**config.mk**
```make
export PLATFORM = sky130hd
export DESIGN_NAME = cache_mem_arbiter
export DESIGN_NICKNAME = d
export VERILOG_FILES = /design/src/rtl/cache_arb_pkg.sv /design/src/rtl/arb_beat_counter.sv /design/src/rtl/cache_mem_arbiter.sv
export SDC_FILE = /design/constraint.sdc
export NUM_CORES = 1
export LEC_CHECK = 0
export BUFFER_PORTS_ARGS = -buffer_cell sky130_fd_sc_hd__buf_2
export CAP_MARGIN = 5
export CORE_MARGIN = 2
export CORE_UTILIZATION = 36
export CTS_CLUSTER_SIZE = 40
export DETAILED_ROUTE_END_ITERATION = 7
export PLACE_DENSITY = 0.9
export SLEW_MARGIN = 5
export SYNTH_ARGS = -nofsm -noshare
export SYNTH_HDL_FRONTEND = slang
export SYNTH_SLANG_ARGS = --single-unit
```
**constraint.sdc**
```tcl
create_clock -name clk -period 3.1 [get_ports clk]
set_input_delay 0.93 -clock clk [delete_from_list [all_inputs] [get_ports clk]]
set_output_delay 0.93 -clock clk [all_outputs]
set_load 0.01 [all_outputs]
```
**src/rtl/cache_arb_pkg.sv**
```systemverilog
// Shared types for the cache/memory arbiter: FSM state encoding, block size and
// counter width, plus the debug view exported by the top.
package cache_arb_pkg;

    localparam int BEATS_DEF = 8;

    function automatic int cnt_width(input int beats);
        return $clog2(beats) + 1;
    endfunction

    localparam int CNT_W = cnt_width(BEATS_DEF);

    typedef enum logic [1:0] {
        IDLE    = 2'd0,
        FILL_I  = 2'd1,
        FILL_D  = 2'd2,
        WRITE_D = 2'd3
    } arb_state_t;

    typedef struct packed {
        arb_state_t       state;
        logic [CNT_W-1:0] issued;
        logic [CNT_W-1:0] beats;
    } arb_dbg_t;

endpackage

```
**src/rtl/arb_beat_counter.sv**
```systemverilog
// Saturating up-counter with synchronous clear; counts 0..LIMIT-1 and holds there.
// 'last' flags the terminal value LIMIT-1.
module arb_beat_counter #(
    parameter int W     = 4,
    parameter int LIMIT = 8
) (
    input  logic         clk,
    input  logic         rst_n,
    input  logic         clear,
    input  logic         incr,
    output logic [W-1:0] count,
    output logic         last
);

    always_ff @(posedge clk) begin
        if (!rst_n || clear) begin
            count <= '0;
        end else if (incr && !last) begin
            count <= count + 1'b1;
        end
    end

    assign last = (count == W'(LIMIT - 1));

endmodule

```
**src/rtl/cache_mem_arbiter.sv**
```systemverilog
// Arbitrates the single main-memory port between I-cache fills, D-cache fills and
// D-cache write-through stores. Optional round-robin tie-break: ARB_ROUND_ROBIN_EN.
module cache_mem_arbiter
    import cache_arb_pkg::*;
#(
    parameter int ADDR_W = 16,
    parameter int DATA_W = 16,
    parameter int BEATS  = BEATS_DEF
) (
    input  logic              clk,
    input  logic              rst_n,
    input  logic              i_req,
    input  logic [ADDR_W-1:0] i_addr,
    output logic              i_grant,
    output logic              i_data_valid,
    input  logic              d_req,
    input  logic              d_wr,
    input  logic [ADDR_W-1:0] d_addr,
    input  logic [DATA_W-1:0] d_wdata,
    output logic              d_grant,
    output logic              d_data_valid,
    output logic              d_wr_done,
    output logic [ADDR_W-1:0] mem_addr,
    output logic              mem_enable,
    output logic              mem_wr,
    output logic [DATA_W-1:0] mem_wdata,
    input  logic              mem_data_valid,
    output arb_dbg_t          dbg
);

    localparam int CW = cnt_width(BEATS);

    // Handshake: a requester holds x_req (and d_wr) until it sees its grant; the grant is
    // registered, so a request sampled at edge N owns memory from cycle N+1 onward.
    arb_state_t    state, state_nxt, pick;
    logic          is_fill, fill_done, rearb, serve_d;
    logic [CW-1:0] issue_cnt, beat_cnt;
    logic          issue_last, beat_last;

    assign is_fill   = (state == FILL_I) || (state == FILL_D);
    assign fill_done = is_fill && mem_data_valid && beat_last;
    assign rearb     = (state == IDLE) || (state == WRITE_D) || fill_done;

`ifdef ARB_ROUND_ROBIN_EN
    logic rr_last_d;

    always_ff @(posedge clk) begin
        if (!rst_n) begin
            rr_last_d <= 1'b0;
        end else if (rearb && (pick != IDLE)) begin
            rr_last_d <= (pick != FILL_I);
        end
    end

    always_comb begin
        serve_d = d_req;
        if (d_req && i_req) serve_d = !rr_last_d;
    end
`else
    assign serve_d = d_req;
`endif

    always_comb begin
        if (serve_d)    pick = d_wr ? WRITE_D : FILL_D;
        else if (i_req) pick = FILL_I;
        else            pick = IDLE;
    end

    // Issue counter saturates at BEATS so enables stop once the whole block is requested.
    arb_beat_counter #(.W(CW), .LIMIT(BEATS + 1)) u_issue_cnt (
        .clk   (clk),
        .rst_n (rst_n),
        .clear (fill_done),
        .incr  (mem_enable && !mem_wr),
        .count (issue_cnt),
        .last  (issue_last)
    );

    arb_beat_counter #(.W(CW), .LIMIT(BEATS)) u_beat_cnt (
        .clk   (clk),
        .rst_n (rst_n),
        .clear (fill_done),
        .incr  (is_fill && mem_data_valid),
        .count (beat_cnt),
        .last  (beat_last)
    );

    always_ff @(posedge clk) begin
        if (!rst_n) state <= IDLE;
        else        state <= state_nxt;
    end

    always_comb begin
        state_nxt    = state;
        i_grant      = 1'b0;
        i_data_valid = 1'b0;
        d_grant      = 1'b0;
        d_data_valid = 1'b0;
        d_wr_done    = 1'b0;
        mem_addr     = '0;
        mem_enable   = 1'b0;
        mem_wr       = 1'b0;
        mem_wdata    = '0;
        case (state)
            IDLE: state_nxt = pick;
            FILL_I: begin
                i_grant      = 1'b1;
                mem_addr     = i_addr;
                mem_enable   = !issue_last;
                i_data_valid = mem_data_valid;
                if (fill_done) state_nxt = pick;
            end
            FILL_D: begin
                d_grant      = 1'b1;
                mem_addr     = d_addr;
                mem_enable   = !issue_last;
                d_data_valid = mem_data_valid;
                if (fill_done) state_nxt = pick;
            end
            WRITE_D: begin
                d_grant    = 1'b1;
                d_wr_done  = 1'b1;
                mem_enable = 1'b1;
                mem_wr     = 1'b1;
                mem_addr   = d_addr;
                mem_wdata  = d_wdata;
                state_nxt  = pick;
            end
            default: state_nxt = IDLE;
        endcase
    end

    assign dbg.state  = state;
    assign dbg.issued = CNT_W'(issue_cnt);
    assign dbg.beats  = CNT_W'(beat_cnt);

endmodule

```
Word-level counts from Yosys, hierarchy flattened
Index checks and enable logic that the tools add are counted.
Widths: inputs -> output; s select.
{ "op_classes": {"n_addsub": 2, "n_eq_ne": 6, "n_mux": 13, "n_reduce_logical": 15} }
{ "op_table": {"columns": ["cell", "count"], "rows": [
  ["$pmux 16 s2", 1],
  ["$mux 16", 1],
  ["$add 4x1->4 const B", 2],
  ["$mux 1", 7],
  ["$reduce_or 2->1", 3],
  ["$logic_and 1x1->1", 5],
  ["$eq 2x2->1 const B", 2],
  ["$eq 4x3->1 const B", 1],
  ["$eq 4x4->1 const B", 1],
  ["$logic_not 1->1", 4],
  ["$mux 2", 2],
  ["$pmux 2 s2", 1],
  ["$eq 2x1->1 const B", 1],
  ["$logic_not 2->1", 1],
  ["$logic_or 1x1->1", 2],
  ["$ne 2x1->1 const B", 1],
  ["$pmux 1 s2", 1]
]} }
{ "totals": {"register_bits": 10, "inputBits": 54, "out_inout_bits": 49, "word_cells": 39} }

Logic depth before layout (Yosys ltp)
{ "depth": {"depth_word": 6, "mapped_depth": 7} }

By module
Synthesis repeated with hierarchy kept, for this count alone.
{ "unflattened": {"cells_unflattened": 132, "area_unflattened_um2": 1001.0} }
{ "modules_own_cells": {"columns": ["module", "instances", "cells_per_inst", "area_per_inst_um2", "seq_area_each_um2"], "rows": [
  ["cache_mem_arbiter", 1, 84, 573.0, 40.0],
  ["arb_beat_counter at u_issue_cnt", 1, 25, 217.7, 80.1],
  ["arb_beat_counter at u_beat_cnt", 1, 23, 210.2, 80.1]
]} }

Worst setup path after synthesis
Ideal clock, no wire load.
{ "synth_timing": {"kind": "reg2out", "start": "reg state[1]", "end": "out mem_addr[0]", "arrival_ns": 1.659, "required_ns": 2.170, "path_slack_ns": 0.511, "path_stages_with_launch": 8, "cell_sequence": "dfxtp_1 > clkbuf_1 > inv_1 > ha_1 > clkbuf_1 > clkbuf_1 > a22oi_1 > nor2_1"} }
{ "synth_between": {"elab_chain_len": 3, "elab_cells_between_ends": 5, "classes_between": "eq/ne (3); mux (1); reduce/logical (1)"} }
{ "synth_rtl": {"columns": ["item", "line_no", "rtl"], "rows": [
  ["start: declaration", "cache_mem_arbiter.sv:35", "arb_state_t state, state_nxt, pick;"],
  ["start signal: assignment", "cache_mem_arbiter.sv:90", "else state <= state_nxt;"],
  ["$eq 2x2->1", "cache_mem_arbiter.sv:104", "case (state)"],
  ["$reduce_or 2->1 (no source line)", null, null],
  ["$pmux 16 s2 (*)", "cache_mem_arbiter.sv:104", null],
  ["end: declaration", "cache_mem_arbiter.sv:23", "output logic [ADDR_W-1:0] mem_addr,"]
]} }
Mark *: on every way between the ends. The rest lies on a longest branch, timed or not.

Final worst setup path
{ "layout_timing": {"start": "reg state[1]", "end": "out mem_addr[3]"} }
Same word-level chain as after synthesis.

==> results.cfg <==
[power_and_ir_drop]
irDropWorstVdd_v = 0.000307
p_sw_mw = 0.217
power.density_nw_per_um2 = 366
internal-power_mw = 0.315
swShare_pct = 40.8
p_seq_share_pct = 29.9
leakage_nw = 0.827
combPwrFrac_pct = 53.7
pwr-share-clk_pct = 16.3

[clock_tree]
cts_buffer_depth = 2
clock-root-buffer = clkbuf_4
post_cts_buffers = 0
cts_sinks = 10
clkLatencyLatePin_ns = 0.26
cts_resized = 0
clkTransAtPathRegs_ns = 0.06
numCtsBuffers = 3
h-tree-depth = 1
tritoncts = done
ctsHoldBuffers = 0

[cells_and_area]
final_cell_mix = buf_2 (102), nor2_1 (19), and2_1 (18), a22oi_1 (16), dfxtp_1 (10)
num-nets-final = 287
drive_gt1_share_pct = 49.1
fin_util_pct = 59.2
area_delta_synth_final_pct = 58.0
fin_area_sq_um = 1450
antenna_cells = 0
mostFrequentLayoutCell = buf_2

[yosys]
netlist_instances = 127
syn_area_sq_um = 920
yosysWarningCount = 0
ys_seq_area_share_pct = 21.8
synth.top_cell.area_share_pct = 21.8
synth_cell_types = 26
ys_ff_latch = 10
synthTopCellsByArea = dfxtp_1 (22%), a22oi_1 (13%), and2_1 (12%)
yosysTopAreaCell = dfxtp_1
syn_nets = 188
synth.avg_cell_area_sq_um = 7.24

[routing]
drc_errors = 0
via_per_inst = 4.82
highest_layer = met4
drt_iter0_drc = 24
wl_per_cell_um = 11.0
first_pass_iters = 6
wl_met2_um = 1410
ant_nets = 0
met3_length_um = 281
num_vias = 1225
routed_wl_um = 2800
wirelength_met1_um = 1090

[critical_path]
slowest_stage = dfxtp_1
worstReg2RegStart = state[1]
path_depth = 5
path_max_fanout = 18
crit_end = mem_addr[3]
cp-start-kind = register
reg2reg_slack_ns = 0.93
end_kind = output port
slowest_delay_ns = 0.59
critPathLaunch = state[1]
regToRegEndpoint = u_issue_cnt.count[3]
cpLargestDelayFamily = flip-flops
r2r_cells = 5
cp_cell_sequence = inv_1 > ha_1 > a22oi_1 > nor2_1 > buf_2
required_ns = 2.17
crit_arrival_ns = 1.89
worst-path-buf-inv = 2
critPathKind = reg -> out

[sta]
rsz0062_at_grt = false
fmaxAchievable_ghz = 0.355
fin_ws_ns = 0.283
setup_viol_count_final = 0
maxSlewHeadroom_pct = 58.7
worst_pin_slew_ns = 0.619
final.min_clock_period_ns = 2.82
fin_setup_tns_ns = 0
fin_worst_skew_ns = 0.000441
fin_crit_sh_pct = 90.9
slew_viol_final = 0
final-hold-violation-count = 0

[job]
drv_cap = 0

[grt]
grt-ovfl-total = 0
antenna_found_initial = 0
grt_pass1_wl_um = 3770
grt_use_total_pct = 16.9
grt_max_degree = 22
grt_pass1_vias = 902

[placement]
dpl_worst_slack_ns = 0.565
io_buffers = 102
dpl_cell_area_sq_um = 1430
gp_congestion = 0.733
hpwlAfterDp_um = 2290

[floorplan]
dieArea_sq_um = 2970
core-area_sq_um = 2450
die_h_um = 54.5
num_rows = 18
io_pins = 103
die_x_um = 54.5
start_util_pct = 37.5

[worst_hold_path]
holdCritPathClass = reg -> reg

[status]
outcome = finished, final reports clean
==> cells in the mapped netlist (all sizes together) <==
cell    instances
mux2            1
ha              7
and2           18
a22oi          16
nand2           6
clkbuf          7
xor2            2
nand3b          2
and3b           2
nor2           19
nor3b           1
nand3           6
o21ai           6
a21boi          1
or3b            1
a21oi           8
dfxtp          10
or4             1
buf             2
mux2i           2
or2             1
nand4           1
or3             1
inv             6
==> kinds of logic after synthesis <==
family                     share of synthesized area, %
and+or+nand+nor                                    34.2
AOI/OAI and AO/OA                                  21.9
buffers and inverters                              7.35
DFF                                                21.8
adders and majority gates                          9.52
muxes                                              3.40
xor gates and xnor gates                           1.91
==> registers in the layout (all words and copies together), names as in the netlist <==
register,flops
state,2
u_beat_cnt.count,4
u_issue_cnt.count,4
==> power by group through the flow <==
stage | Sequential (mW) | Clock, mW | Combinational [mW]
6_report | 0.159 | 0.0870 | 0.286
3_5_place_dp | 0.163 | 0 | 0.286
4_1_cts | 0.160 | 0.0892 | 0.287
3_3_place_gp | 0.162 | 0 | 0.280
2_1_floorplan | 0.161 | 0 | 0.184
5_1_grt | 0.163 | 0.0929 | 0.321
==> routing by layer <==
layer / vias up / global-route usage [%]
met4: 0 / 5.00
li1: 637 / -
met5: - / 0
met1: 530 / 19.6
met2: 55 / 31.7
met3: 3 / 2.46
==> worst min-delay path by stage <==
stage | start | end | slack [ns] | depth (start not counted)
after global placement | u_beat_cnt.count[1] | u_beat_cnt.count[1] | 0.48 | 2
after floorplan | u_beat_cnt.count[1] | u_beat_cnt.count[1] | 0.50 | 2
after detailed placement | u_beat_cnt.count[1] | u_beat_cnt.count[1] | 0.48 | 2
after global routing | u_beat_cnt.count[1] | u_beat_cnt.count[1] | 0.53 | 2
after CTS | u_beat_cnt.count[1] | u_beat_cnt.count[1] | 0.49 | 2
final | u_beat_cnt.count[1] | u_beat_cnt.count[1] | 0.49 | 2
==> worst register-to-register path, cell delays in order (launching register included) <==
cell and delay [ns]:
dfxtp_1 0.59, inv_1 0.12, ha_1 0.42, or3b_4 0.49
or3_1 0.35, a21oi_1 0.14
==> layout make-up <==
cell class / count / area (sq um)
Inverter: 6 / 22.5
Sequential cell: 10 / 200
Tap cell: 30 / 37.5
Multi-Input combinational cell: 102 / 652
Fill cell: 241 / 1000
Clock buffer: 3 / 22.5
Timing Repair Buffer: 103 / 518
==> metrics by stage <==
stage                     hold slack (ns)  total power, mW  cells
final                               0.489            0.532    254
after global routing                0.525            0.577    254
after CTS                           0.493            0.536    254
after detailed placement            0.481            0.449    251
after global placement              0.475            0.442    251
after floorplan                     0.502            0.344    127
(Power assumes the default switching activity.)
